==> config.mk <==
export PLATFORM = sky130hd
export DESIGN_NAME = mem_bist_ctrl_flat
export DESIGN_NICKNAME = d
export VERILOG_FILES = /design/src/rtl/mem_bist_if.sv /design/src/rtl/mem_bist_ctrl.sv /design/src/flat_wrapper.sv
export SDC_FILE = /design/constraint.sdc
export NUM_CORES = 1
export LEC_CHECK = 0
export CAP_MARGIN = 0
export CELL_PAD_IN_SITES_DETAIL_PLACEMENT = 0
export CELL_PAD_IN_SITES_GLOBAL_PLACEMENT = 2
export CORE_ASPECT_RATIO = 1.75
export CORE_MARGIN = 10
export CORE_UTILIZATION = 25
export DETAILED_ROUTE_END_ITERATION = 12
export PLACE_DENSITY = 0.75
export SYNTH_ARGS = -nofsm -noshare
export SYNTH_HDL_FRONTEND = slang
export SYNTH_SLANG_ARGS = --single-unit
==> constraint.sdc <==
create_clock -name clk -period 2.35 [get_ports clk]
set_input_delay 0.5875 -clock clk [delete_from_list [all_inputs] [get_ports clk]]
set_output_delay 0.5875 -clock clk [all_outputs]
set_load 0.05 [all_outputs]
==> src/rtl/mem_bist_if.sv <==
// ============================================================================
// Module      : mem_bist_if
// Description : Write/read request bus between the memory BIST controller and
//               one RAM port. The master (BIST) issues one-cycle write and
//               read strobes; the slave (RAM port) returns read data in
//               request order, qualified by rd_data_valid.
// Ports       : wr_rdy        slave->master  RAM ready for a write
//               rd_rdy        slave->master  RAM ready for a read request
//               rd_data_valid slave->master  rd_data holds a returned word
//               rd_data       slave->master  read return data
//               wr_en         master->slave  one-cycle write strobe
//               wr_addr       master->slave  write address
//               wr_data       master->slave  write data
//               rd_en         master->slave  one-cycle read request strobe
//               rd_addr       master->slave  read address
// Revision    : 1.0  initial release
// ============================================================================
`default_nettype none

interface mem_bist_if #(
  parameter int ADDR_WIDTH = 24,
  parameter int DATA_WIDTH = 32
);
  logic                  wr_rdy;
  logic                  rd_rdy;
  logic                  rd_data_valid;
  logic [DATA_WIDTH-1:0] rd_data;
  logic                  wr_en;
  logic [ADDR_WIDTH-1:0] wr_addr;
  logic [DATA_WIDTH-1:0] wr_data;
  logic                  rd_en;
  logic [ADDR_WIDTH-1:0] rd_addr;

  modport master (
    input  wr_rdy, rd_rdy, rd_data_valid, rd_data,
    output wr_en, wr_addr, wr_data, rd_en, rd_addr
  );

  modport slave (
    output wr_rdy, rd_rdy, rd_data_valid, rd_data,
    input  wr_en, wr_addr, wr_data, rd_en, rd_addr
  );
endinterface

`default_nettype wire

==> src/rtl/mem_bist_ctrl.sv <==
// ============================================================================
// Module      : mem_bist_ctrl
// Description : Memory self-test traffic generator and checker. A rising edge
//               on start writes NUM_WORDS pattern words from BASE_ADDR, reads
//               them back in order and compares the low CMP_WIDTH bits of each
//               return against the same pattern. Reports pass/fail, a
//               saturating mismatch count, the first failing address and a
//               readback stall timeout.
// Ports       : clk            system clock
//               reset          asynchronous assert, active-low reset
//               start          rising edge starts a run (only in IDLE/DONE)
//               bus            mem_bist_if master modport (RAM port traffic)
//               busy           run in progress
//               done           run finished, held until next start
//               pass           done with no mismatch and no timeout
//               fail           any mismatch or timeout, sticky until start
//               timeout        readback stalled TIMEOUT cycles
//               err_cnt        mismatches this run, saturating
//               first_err_addr address of first mismatch (0 if none)
// Revision    : 1.0  initial release
// ============================================================================
`default_nettype none

module mem_bist_ctrl #(
  parameter int                    ADDR_WIDTH = 24,
  parameter int                    DATA_WIDTH = 32,
  parameter int                    CMP_WIDTH  = 24,
  parameter int                    NUM_WORDS  = 8,
  parameter logic [ADDR_WIDTH-1:0] BASE_ADDR  = '0,
  parameter logic [CMP_WIDTH-1:0]  TST_PATT   = {CMP_WIDTH{1'b1}},
  parameter int                    PATT_MODE  = 0,
  parameter int                    TIMEOUT    = 1024
) (
  input  logic                  clk,
  input  logic                  reset,
  input  logic                  start,
  mem_bist_if.master            bus,
  output logic                  busy,
  output logic                  done,
  output logic                  pass,
  output logic                  fail,
  output logic                  timeout,
  output logic [15:0]           err_cnt,
  output logic [ADDR_WIDTH-1:0] first_err_addr
);

  // Index counters must be able to hold NUM_WORDS itself (the "finished" value)
  localparam int IDX_W = $clog2(NUM_WORDS + 1);
  localparam int TMO_W = $clog2(TIMEOUT + 1);

  localparam logic [IDX_W-1:0] NUM_IDX   = IDX_W'(NUM_WORDS);
  localparam logic [TMO_W-1:0] TMO_LIMIT = TMO_W'(TIMEOUT - 1);

  localparam logic [2:0] ST_IDLE  = 3'd0;
  localparam logic [2:0] ST_WRITE = 3'd1;
  localparam logic [2:0] ST_READ  = 3'd2;
  localparam logic [2:0] ST_DRAIN = 3'd3;
  localparam logic [2:0] ST_DONE  = 3'd4;

  logic [2:0]       state;
  logic             start_d;
  logic [IDX_W-1:0] widx;      // next word to write
  logic [IDX_W-1:0] ridx;      // next word to request
  logic [IDX_W-1:0] cidx;      // next word expected back
  logic [TMO_W-1:0] tmo_cnt;

  logic start_rise;
  logic rd_active;
  logic take_ret;
  logic mismatch;
  logic tmo_counting;
  logic tmo_hit;

  // Only the low CMP_WIDTH bits of a return are checked; the rest is don't-care
  logic unused_rd_bits;
  assign unused_rd_bits = ^bus.rd_data;

  // --------------------------------------------------------------------------
  // Expected pattern for word idx, and the address it lives at. Address sums
  // are truncated to ADDR_WIDTH so a run near the top of memory wraps to 0.
  // --------------------------------------------------------------------------
  function automatic logic [CMP_WIDTH-1:0] pattern(input logic [IDX_W-1:0] idx);
    logic [CMP_WIDTH-1:0] idx_ext;
    idx_ext = CMP_WIDTH'(idx);
    if (PATT_MODE == 1) begin
      return idx_ext ^ TST_PATT;
    end
    return TST_PATT;
  endfunction

  function automatic logic [ADDR_WIDTH-1:0] addr_of(input logic [IDX_W-1:0] idx);
    return BASE_ADDR + ADDR_WIDTH'(idx);
  endfunction

  assign start_rise = start & ~start_d;
  assign rd_active  = (state == ST_READ) || (state == ST_DRAIN);

  // Extra returns beyond NUM_WORDS are not compared
  assign take_ret   = rd_active && bus.rd_data_valid && (cidx != NUM_IDX);
  assign mismatch   = take_ret && (bus.rd_data[CMP_WIDTH-1:0] != pattern(cidx));

  // Stall timer runs only while something is owed to us
  assign tmo_counting = rd_active && ((cidx < ridx) || (state == ST_DRAIN));
  assign tmo_hit      = tmo_counting && !bus.rd_data_valid && (tmo_cnt == TMO_LIMIT);

  always_ff @(posedge clk or negedge reset) begin
    if (!reset) begin
      state          <= ST_IDLE;
      start_d        <= 1'b0;
      widx           <= '0;
      ridx           <= '0;
      cidx           <= '0;
      tmo_cnt        <= '0;
      bus.wr_en      <= 1'b0;
      bus.wr_addr    <= '0;
      bus.wr_data    <= '0;
      bus.rd_en      <= 1'b0;
      bus.rd_addr    <= '0;
      busy           <= 1'b0;
      done           <= 1'b0;
      pass           <= 1'b0;
      fail           <= 1'b0;
      timeout        <= 1'b0;
      err_cnt        <= '0;
      first_err_addr <= '0;
    end else begin
      start_d <= start;

      case (state)
        ST_IDLE, ST_DONE: begin
          if (start_rise) begin
            state          <= ST_WRITE;
            widx           <= '0;
            ridx           <= '0;
            cidx           <= '0;
            busy           <= 1'b1;
            done           <= 1'b0;
            pass           <= 1'b0;
            fail           <= 1'b0;
            timeout        <= 1'b0;
            err_cnt        <= '0;
            first_err_addr <= '0;
          end
        end

        ST_WRITE: begin
          // A strobe is always followed by an idle cycle, so each is one cycle
          if (bus.wr_en) begin
            bus.wr_en <= 1'b0;
            if (widx == NUM_IDX) begin
              state   <= ST_READ;
              tmo_cnt <= '0;
            end
          end else if (bus.wr_rdy && (widx != NUM_IDX)) begin
            bus.wr_en   <= 1'b1;
            bus.wr_addr <= addr_of(widx);
            bus.wr_data <= DATA_WIDTH'(pattern(widx));
            widx        <= widx + IDX_W'(1);
          end
        end

        ST_READ: begin
          if (tmo_hit) begin
            state     <= ST_DONE;
            bus.rd_en <= 1'b0;
            timeout   <= 1'b1;
            fail      <= 1'b1;
            done      <= 1'b1;
            busy      <= 1'b0;
            pass      <= 1'b0;
          end else if (bus.rd_en) begin
            bus.rd_en <= 1'b0;
            if (ridx == NUM_IDX) begin
              state <= ST_DRAIN;
            end
          end else if (bus.rd_rdy && (ridx != NUM_IDX)) begin
            bus.rd_en   <= 1'b1;
            bus.rd_addr <= addr_of(ridx);
            ridx        <= ridx + IDX_W'(1);
          end
        end

        ST_DRAIN: begin
          if (cidx == NUM_IDX) begin
            state <= ST_DONE;
            done  <= 1'b1;
            busy  <= 1'b0;
            pass  <= ~fail;
          end else if (tmo_hit) begin
            state   <= ST_DONE;
            timeout <= 1'b1;
            fail    <= 1'b1;
            done    <= 1'b1;
            busy    <= 1'b0;
            pass    <= 1'b0;
          end
        end

        default: begin
          state <= ST_IDLE;
        end
      endcase

      // Readback checking overlaps READ and DRAIN; returns arrive in order
      if (take_ret) begin
        cidx <= cidx + IDX_W'(1);
        if (mismatch) begin
          fail <= 1'b1;
          if (err_cnt != 16'hFFFF) begin
            err_cnt <= err_cnt + 16'd1;
          end
          if (err_cnt == 16'd0) begin
            first_err_addr <= addr_of(cidx);
          end
        end
      end

      // Stall timer: any return restarts it
      if (rd_active) begin
        if (bus.rd_data_valid) begin
          tmo_cnt <= '0;
        end else if (tmo_counting && !tmo_hit) begin
          tmo_cnt <= tmo_cnt + TMO_W'(1);
        end
      end
    end
  end

endmodule

`default_nettype wire
==> src/flat_wrapper.sv <==
// flat-port wrapper written by rule: the top's interface ports become plain ports
module mem_bist_ctrl_flat 
#(
  parameter int                    ADDR_WIDTH = 24,
  parameter int                    DATA_WIDTH = 32,
  parameter int                    CMP_WIDTH  = 24,
  parameter int                    NUM_WORDS  = 8,
  parameter logic [ADDR_WIDTH-1:0] BASE_ADDR  = '0,
  parameter logic [CMP_WIDTH-1:0]  TST_PATT   = {CMP_WIDTH{1'b1}},
  parameter int                    PATT_MODE  = 0,
  parameter int                    TIMEOUT    = 1024
)
  (clk, reset, start, busy, done, pass, fail, timeout, err_cnt, first_err_addr, bus_wr_rdy, bus_rd_rdy, bus_rd_data_valid, bus_rd_data, bus_wr_en, bus_wr_addr, bus_wr_data, bus_rd_en, bus_rd_addr);
  mem_bist_if #(.ADDR_WIDTH(ADDR_WIDTH), .DATA_WIDTH(DATA_WIDTH)) bus_i ();
  input  logic clk;
  input  logic reset;
  input  logic start;
  output logic busy;
  output logic done;
  output logic pass;
  output logic fail;
  output logic timeout;
  output logic [15:0] err_cnt;
  output logic [ADDR_WIDTH-1:0] first_err_addr;
  input wire logic [$bits(bus_i.wr_rdy)-1:0] bus_wr_rdy;
  input wire logic [$bits(bus_i.rd_rdy)-1:0] bus_rd_rdy;
  input wire logic [$bits(bus_i.rd_data_valid)-1:0] bus_rd_data_valid;
  input wire logic [$bits(bus_i.rd_data)-1:0] bus_rd_data;
  output wire logic [$bits(bus_i.wr_en)-1:0] bus_wr_en;
  output wire logic [$bits(bus_i.wr_addr)-1:0] bus_wr_addr;
  output wire logic [$bits(bus_i.wr_data)-1:0] bus_wr_data;
  output wire logic [$bits(bus_i.rd_en)-1:0] bus_rd_en;
  output wire logic [$bits(bus_i.rd_addr)-1:0] bus_rd_addr;
  assign bus_i.wr_rdy = bus_wr_rdy;
  assign bus_i.rd_rdy = bus_rd_rdy;
  assign bus_i.rd_data_valid = bus_rd_data_valid;
  assign bus_i.rd_data = bus_rd_data;
  assign bus_wr_en = bus_i.wr_en;
  assign bus_wr_addr = bus_i.wr_addr;
  assign bus_wr_data = bus_i.wr_data;
  assign bus_rd_en = bus_i.rd_en;
  assign bus_rd_addr = bus_i.rd_addr;
  mem_bist_ctrl #(.ADDR_WIDTH(ADDR_WIDTH), .DATA_WIDTH(DATA_WIDTH), .CMP_WIDTH(CMP_WIDTH), .NUM_WORDS(NUM_WORDS), .BASE_ADDR(BASE_ADDR), .TST_PATT(TST_PATT), .PATT_MODE(PATT_MODE), .TIMEOUT(TIMEOUT)) u_core (.clk(clk), .reset(reset), .start(start), .bus(bus_i), .busy(busy), .done(done), .pass(pass), .fail(fail), .timeout(timeout), .err_cnt(err_cnt), .first_err_addr(first_err_addr));
endmodule
==> summary.txt, run 1 <==
Outcome
  – Outcome: complete, no violations

Timing
  – Unrepaired setup endpoints after global routing: no
  – Hold Worst Slack: around 0.20 ns
  – Final Hold Fails: 0
  – Max Slew Vio Count: 0
  – Setup Viol. Count Final: 0
  – Setup TNS: 0 ns
  – Fin Clk Skew: roughly 0.0076 ns
  – Final period utilization: approximately 97%
  – Max Clock Freq: about 440 MHz
  – Headroom to the max-slew limit: 64.1%
  – Worst setup margin: ~0.080 ns
  – Measured slew at the worst slew-check pin: ~0.54 ns
  – Final min period: ~2.3 ns

Clocking
  – Deepest clock path buffer count: 2
  – Post-CTS Setup Bufs: 0
  – Hold_buf cts: 0
  – H-tree level count: 3
  – CTS root buf: clkbuf_16
  – Clk sink count: between 80 and 90
  – Resize count post-CTS: 0
  – CTS tree: built
  – Clock transition at the registers of the reported paths: 0.06 ns
  – CTS Buf Count: 9
  – Worst-Skew Late Latency: roughly 0.34 ns

Worst setup path
  – CP Launch Type: register
  – CP arrival: 1.68 ns
  – Reg2Reg Depth: 8
  – Critical Path Max Stage Delay: around 0.86 ns
  – Critical Path, Cell by Cell: clkdlybuf4s50_1
  – Worst reg2reg path startpoint: u_core.ridx[1]$_DFFE_PN0P_
  – Crit path max fanout: 9
  – FF-to-FF setup slack: roughly 0.21 ns
  – Slowest cell on the critical path: clkdlybuf4s50_1
  – WP buf/inv: 1
  – Worst path required time: 1.76 ns
  – Critical Path End Type: output pin
  – CP Class: register to output pin
  – CP delay by family, top: buffers and inverters
  – RR Endpoint: u_core.tmo_cnt[7]$_DFF_PN0_

GRT
  – Initial antenna violation count: 0
  – GRT overflow: 0
  – All-Layer GR Usage: 10.3%
  – Vias in the first global route: 3916
  – Largest net degree at the start of global routing: just over 50
  – First-pass GRT wire length: ~20 mm

Routing
  – 1st-iter DRT viols: 189
  – Vias after detailed routing: about 3.6k
  – Drt pass-1 iters: 4
  – Antenna Violating Nets Remaining: 0
  – Routed vias/inst: 4.37
  – Routed wire length: 12.3 mm
  – DR DRC count: 0
  – Drt wl/cell: 15.0 um

Power and ir drop
  – Pwr per Cell Area: slightly below 900 nW/um^2
  – Final Total Pwr: around 0.0055 W
  – VDD IR max: roughly 390 uV
  – Pleak: around 2.9 nW

Synth
  – Avg Inst Size Synth: 9.62 um^2
  – Largest cells by area after synthesis: dfrtp_1 46%, buf_4 12%, nand2_1 3.7%
  – Async SR Flop Fraction: 100%
  – Synth warnings: 0
  – Synth Register Bits: 83
  – Main synth FF type: dfrtp_1
  – Syn Std Cell Area: around 4500 um^2
  – Syn Inst Count: 470
  – Unique masters post-synth: 48
  – Yosys top cell area share: between 40% and 50%
  – Adder-cell share of the synthesized area: about 3.3%
  – Post-Synth XOR/XNOR Area: less than 1%
  – Main combinational cell family by area after synthesis: simple AND/OR/NAND/NOR gates
  – Sequential-to-total area share from yosys stat: between 40% and 50%
  – Post-synth EDFFs: 0
  – Post-synthesis compound-gate area fraction: 10.8%
  – Synth area leader: dfrtp_1
  – Synth Area in Simple Gates: just over 20%
  – Mux contribution to synthesized area: a little under 4%

Layout
  – Inserted Diodes: 0
  – Fin nets: between 600 and 700
  – Layout Utilization: 35.2%
  – Most frequent cells in the layout: 83 x dfrtp_1, 81 x clkdlybuf4s50_1, 48 x conb_1
  – Area Growth Syn to Fin: 39.2%
  – Fraction of layout instances using a drive strength above 1: between 10 and 15%
  – Commonest non-fill, non-tap cell in the layout: dfrtp_1

Placement
  – I/O Buffers: 108
  – RD Place Congestion: slightly above 0.8
  – DP Worst Slack: -0.271 ns
  – HPWL Detailed: roughly 10 mm

Floorplan
  – Die W: ~120 um
  – Overall die area: roughly 24000 um^2
  – Placeable core area: roughly 18000 um^2
  – Initial Util: about a quarter
  – # rows: 65
  – Die Height: around 200 um
  – I/O pins: 165

Worst hold path
  – Hold Crit Class: input port to async pin

Run
  – Max-cap violations: 0
Yosys cell counts, types with 2 or more instances:
master,count
ha_1,12
nand2_1,44
and2_1,25
nand2b_1,9
nor4_1,8
nor3b_1,4
o211ai_1,6
o22ai_1,2
or3_1,8
o21ai_0,30
buf_2,3
a31o_2,2
buf_4,71
a211o_1,3
nand4_1,19
clkbuf_1,11
o31ai_1,4
xnor2_1,2
nor2_1,13
a211oi_1,2
mux2_2,3
and3_1,7
mux2i_1,14
nor3_1,3
dfrtp_1,83
o21a_1,3
a21o_1,2
nand3_1,17
or4_1,3
a21oi_1,17
inv_1,20
and4_1,4
cells by family (layout without fill, tap and decap cells):
| kind of cell | count (synthesis) | count (layout) |
|---|---|---|
| adder cells (fa/ha/maj) | 12 | 12 |
| AND/OR/NAND/NOR | 171 | 171 |
| XOR/XNOR | 3 | 3 |
| other | 1 | 48 |
| multiplexers | 17 | 17 |
| AO/OA/AOI/OAI | 77 | 77 |
| flip-flops | 83 | 83 |
| buffers and inverters | 106 | 177 |
flip-flops by register name (all words and copies together) (netlist names), 3 cells and up:
signal and flops:
u_core.cidx 4, u_core.bus.rd_addr 4, u_core.first_err_addr 24, u_core.widx 4, u_core.bus.wr_addr 4, u_core.err_cnt 16, u_core.ridx 4, u_core.state 3
u_core.tmo_cnt 11
layer usage:
metal  track usage [%]  share of wire, %  up-vias
met5                 0                 0        -
met4              3.19              0.92        0
met3              3.28               7.2        8
met2              19.1                54      108
met1              10.5                37     1733
li1                  -                 -     1741
area by class of cell:
type	count	area [um^2]
Inverter	20	75.1
Clock inverter	6	72.6
Timing Repair Buffer	141	1590
Multi-Input combinational cell	328	1950
Sequential cell	83	2080
Fill cell	1833	11600
Clock buffer	10	239
Tap cell	234	293
through the flow:
step	instance area (um^2)	instances
floorplan	4700	517
global placement	5990	806
detailed placement	5990	806
CTS	6300	822
global route	6300	822
finish	6300	822
worst max path at each step:
stage,start,endpoint,slack [ns],cells after the start
detailed placement,bus_rd_data[19],u_core.err_cnt[12]$_DFF_PN0_,-0.27,8
CTS,u_core.err_cnt[9]$_DFF_PN0_,err_cnt[9],0.05,1
finish,u_core.err_cnt[2]$_DFF_PN0_,err_cnt[2],0.08,1
global route,u_core.err_cnt[9]$_DFF_PN0_,err_cnt[9],0.002,1
global placement,bus_rd_data[19],u_core.err_cnt[10]$_DFF_PN0_,-0.28,7
floorplan,u_core.err_cnt[2]$_DFF_PN0_,u_core.first_err_addr[10]$_DFF_PN0_,0.19,7
power breakdown:
part	leakage [nW]	switching [W]	total [W]	internal, W
logic	1.63	0.00140	0.00217	0.000777
registers	1.12	0.000214	0.00187	0.00166
clock network	0.150	0.000608	0.00147	0.000864
No activity file was read; power rests on OpenSTA's default activity.
==> inputs of run 2 (changes only) <==
- CTS_CLUSTER_DIAMETER: not set -> 120
- TNS_END_PERCENT: not set -> 1
==> results of run 2 <==
The final DEF is identical to that of run 1; final timing and power are the same.
==> inputs of run 3 (changes only) <==
- CORE_ASPECT_RATIO: 1.75 -> not set
- DONT_BUFFER_PORTS: not set -> 1
- PLACE_DENSITY: 0.75 -> 0.55
==> run 3 against run 2 <==
  * The flow now finishes with violations (hold timing)
  * Critical path depth is 7 higher
  * Worst setup slack better by 0.12 ns
  * Clock skew hardly changed
  * Clock power is 5% lower
  * Sequential power is 19% higher
  * First-iteration DRC count is 18% lower
  * Power is 6.9% lower
  * Combinational power is 30% lower
==> summary.txt, run 3 (synthesis results as in run 1) <==
Outcome
  – Outcome: complete, but fails checks
  – Failing checks: hold timing

Floorplan
  – # rows: 49
  – Overall die area: roughly 24000 um^2
  – Initial Util: between 20% and 30%
  – Die W: around 150 um
  – Placeable core area: roughly 18000 um^2
  – Die Height: between 150 and 200 um
  – I/O pins: between 150 and 200

Run
  – Max-cap violations: 0

Clocking
  – H-tree level count: 3
  – Worst-Skew Late Latency: between 0.3 and 0.4 ns
  – CTS tree: built
  – CTS Buf Count: 9
  – Clk sink count: 83
  – Post-CTS Setup Bufs: 0
  – Clock transition at the registers of the reported paths: ~0.070 ns
  – CTS root buf: clkbuf_16
  – Deepest clock path buffer count: 2

Worst setup path
  – Crit path max fanout: 10
  – CP arrival: approximately 2.4 ns
  – CP Class: register to register
  – Worst path required time: ~2.6 ns
  – CP Launch Type: register
  – Critical Path End Type: register

Layout
  – Fraction of layout instances using a drive strength above 1: between 10 and 15%
  – Most frequent cells in the layout: 82 x dfrtp_1, 48 x conb_1, 44 x nand2_1
  – Filler instances: between 1.5k and 2k
  – Commonest non-fill, non-tap cell in the layout: dfrtp_1
  – Max reg flops: 24
  – Fin nets: around 530
  – Reg with most FFs: u_core.first_err_addr
  – Largest registers: u_core.first_err_addr (24), u_core.err_cnt (16), u_core.tmo_cnt (11)
  – Layout Utilization: 28.2%
  – Area Growth Syn to Fin: 11.7%

GRT
  – Largest net degree at the start of global routing: 84
  – First-pass GRT wire length: 19.1 mm
  – All-Layer GR Usage: about a tenth
  – Initial antenna violation count: 1
  – GRT overflow: 0
  – Vias in the first global route: 3417

Power and ir drop
  – Sw frac: 43.1%
  – Seq pwr share: a little over two fifths
  – Pleak: between 2 and 2.5 nW
  – Clock share of power: 27.3%
  – Pwr per Cell Area: 1020 nW/um^2
  – VDD IR max: 618 uV
  – Sw Pwr: ~0.0022 W
  – Combinational cell fraction of total power: 29.4%
  – Final Total Pwr: approximately 0.0051 W
  – Internal: between 0.002 and 0.003 W

Timing
  – Max Clock Freq: about 470 MHz
  – Measured slew at the worst slew-check pin: roughly 0.57 ns
  – Hold Worst Slack: -0.0623 ns
  – Final min period: 2.15 ns
  – Setup TNS: 0 ns
  – Max Slew Vio Count: 0
  – Final Hold Fails: 83
  – Fin Clk Skew: 0.00728 ns
  – Final period utilization: 91.5%
  – Headroom to the max-slew limit: about 62%
  – Setup Viol. Count Final: 0
  – Unrepaired setup endpoints after global routing: no

Routing
  – 1st-iter DRT viols: ~160
  – Vias after detailed routing: 3206
  – Routed vias/inst: 4.47
  – DR DRC count: 0
  – Routed wire length: 11.7 mm
  – Drt wl/cell: around 16 um
  – Antenna Violating Nets Remaining: 0
  – Drt pass-1 iters: 4

Placement
  – HPWL Detailed: 8.81 mm
  – I/O Buffers: 0
  – RD Place Congestion: 0.732

Worst hold path
  – Hold Crit Class: input port to async pin
[run 3: cell count changes in the layout (fill, tap and decap cells not counted), sizes merged]
cell | previous run | this run
clkdlybuf4s50 | 81 | 0
buf | 60 | 41
inv | 22 | 25
bufinv | 1 | 0
clkbuf | 10 | 9
clkinv | 2 | 1
diode | 0 | 1
[run 3: final timing paths]
| check | slack [ns] | end | cells past startpoint | start |
|---|---|---|---|---|
| max in group asynchronous | 2.26 | u_core.first_err_addr[19]$_DFF_PN0_ | 0 | reset |
| min reg2reg | 0.51 | u_core.ridx[3]$_DFFE_PN0P_ | 1 | u_core.ridx[3]$_DFFE_PN0P_ |
| min | -0.06 | u_core.err_cnt[4]$_DFF_PN0_ | 0 | reset |
| max reg2reg | 0.20 | u_core.err_cnt[9]$_DFF_PN0_ | 8 | u_core.cidx[1]$_DFFE_PN0P_ |
| max | 0.20 | u_core.err_cnt[9]$_DFF_PN0_ | 8 | u_core.cidx[1]$_DFFE_PN0P_ |
| min in group clk | 0.27 | u_core.start_d$_DFF_PN0_ | 0 | start |
[run 3: final cells by class]
cell class / count / area [um^2] / share of cell area (%)
clock buffer: 9 / 225 / 4.46
multi-input combinational: 328 / 1960 / 38.9
tap: 229 / 287 / 5.67
inverter: 20 / 75.1 / 1.49
sequential: 83 / 2080 / 41.2
clock inverter: 7 / 65.1 / 1.29
antenna: 1 / 2.50 / 0.0495
timing repair buffer: 41 / 353 / 6.98
[run 3: per-layer routing]
metal	vias to the layer above	track usage, %	share of wire [%]
met2	87	15.9	48
met1	1550	11.8	44
met3	13	3.22	6.0
li1	1556	-	-
met5	-	0	0
met4	0	3.96	1.6
[run 3: repair_timing]
action | in CTS | in global routing
hold endpoints to repair | 83 | 83
gates resized for setup | 0 | 3
setup endpoints to repair | 0 | 14
[run 3: through the flow]
| step | instances | hold WS, ns | setup slack, ns | instance area [um^2] |
|---|---|---|---|---|
| after floorplan | 517 | 0.292 | 0.187 | 4700 |
| after global routing | 718 | -0.0919 | 0.0112 | 5050 |
| final | 718 | -0.0623 | 0.199 | 5050 |
| after CTS | 717 | -0.0883 | 0.0996 | 5040 |
| after detailed placement | 701 | 0.295 | 0.115 | 4750 |
| after global placement | 701 | 0.295 | 0.0742 | 4750 |
[run 3: power groups by stage]
stage                     Clock (W)  Combinational [W]  Sequential [W]
final                       0.00140            0.00151         0.00222
after global routing        0.00153            0.00171         0.00227
after CTS                   0.00147            0.00154         0.00224
after detailed placement          0            0.00153         0.00226
after global placement            0            0.00150         0.00226
after floorplan                   0            0.00105         0.00227
[run 3: worst max-delay path: stages (launching register included)]
cell	delay (ns)
dfrtp_1	0.46
inv_1	0.07
ha_1	0.19
nand2_1	0.07
o211ai_1	0.11
buf_4	0.21
a21o_1	0.29
or4_1	0.53
a21oi_1	0.15
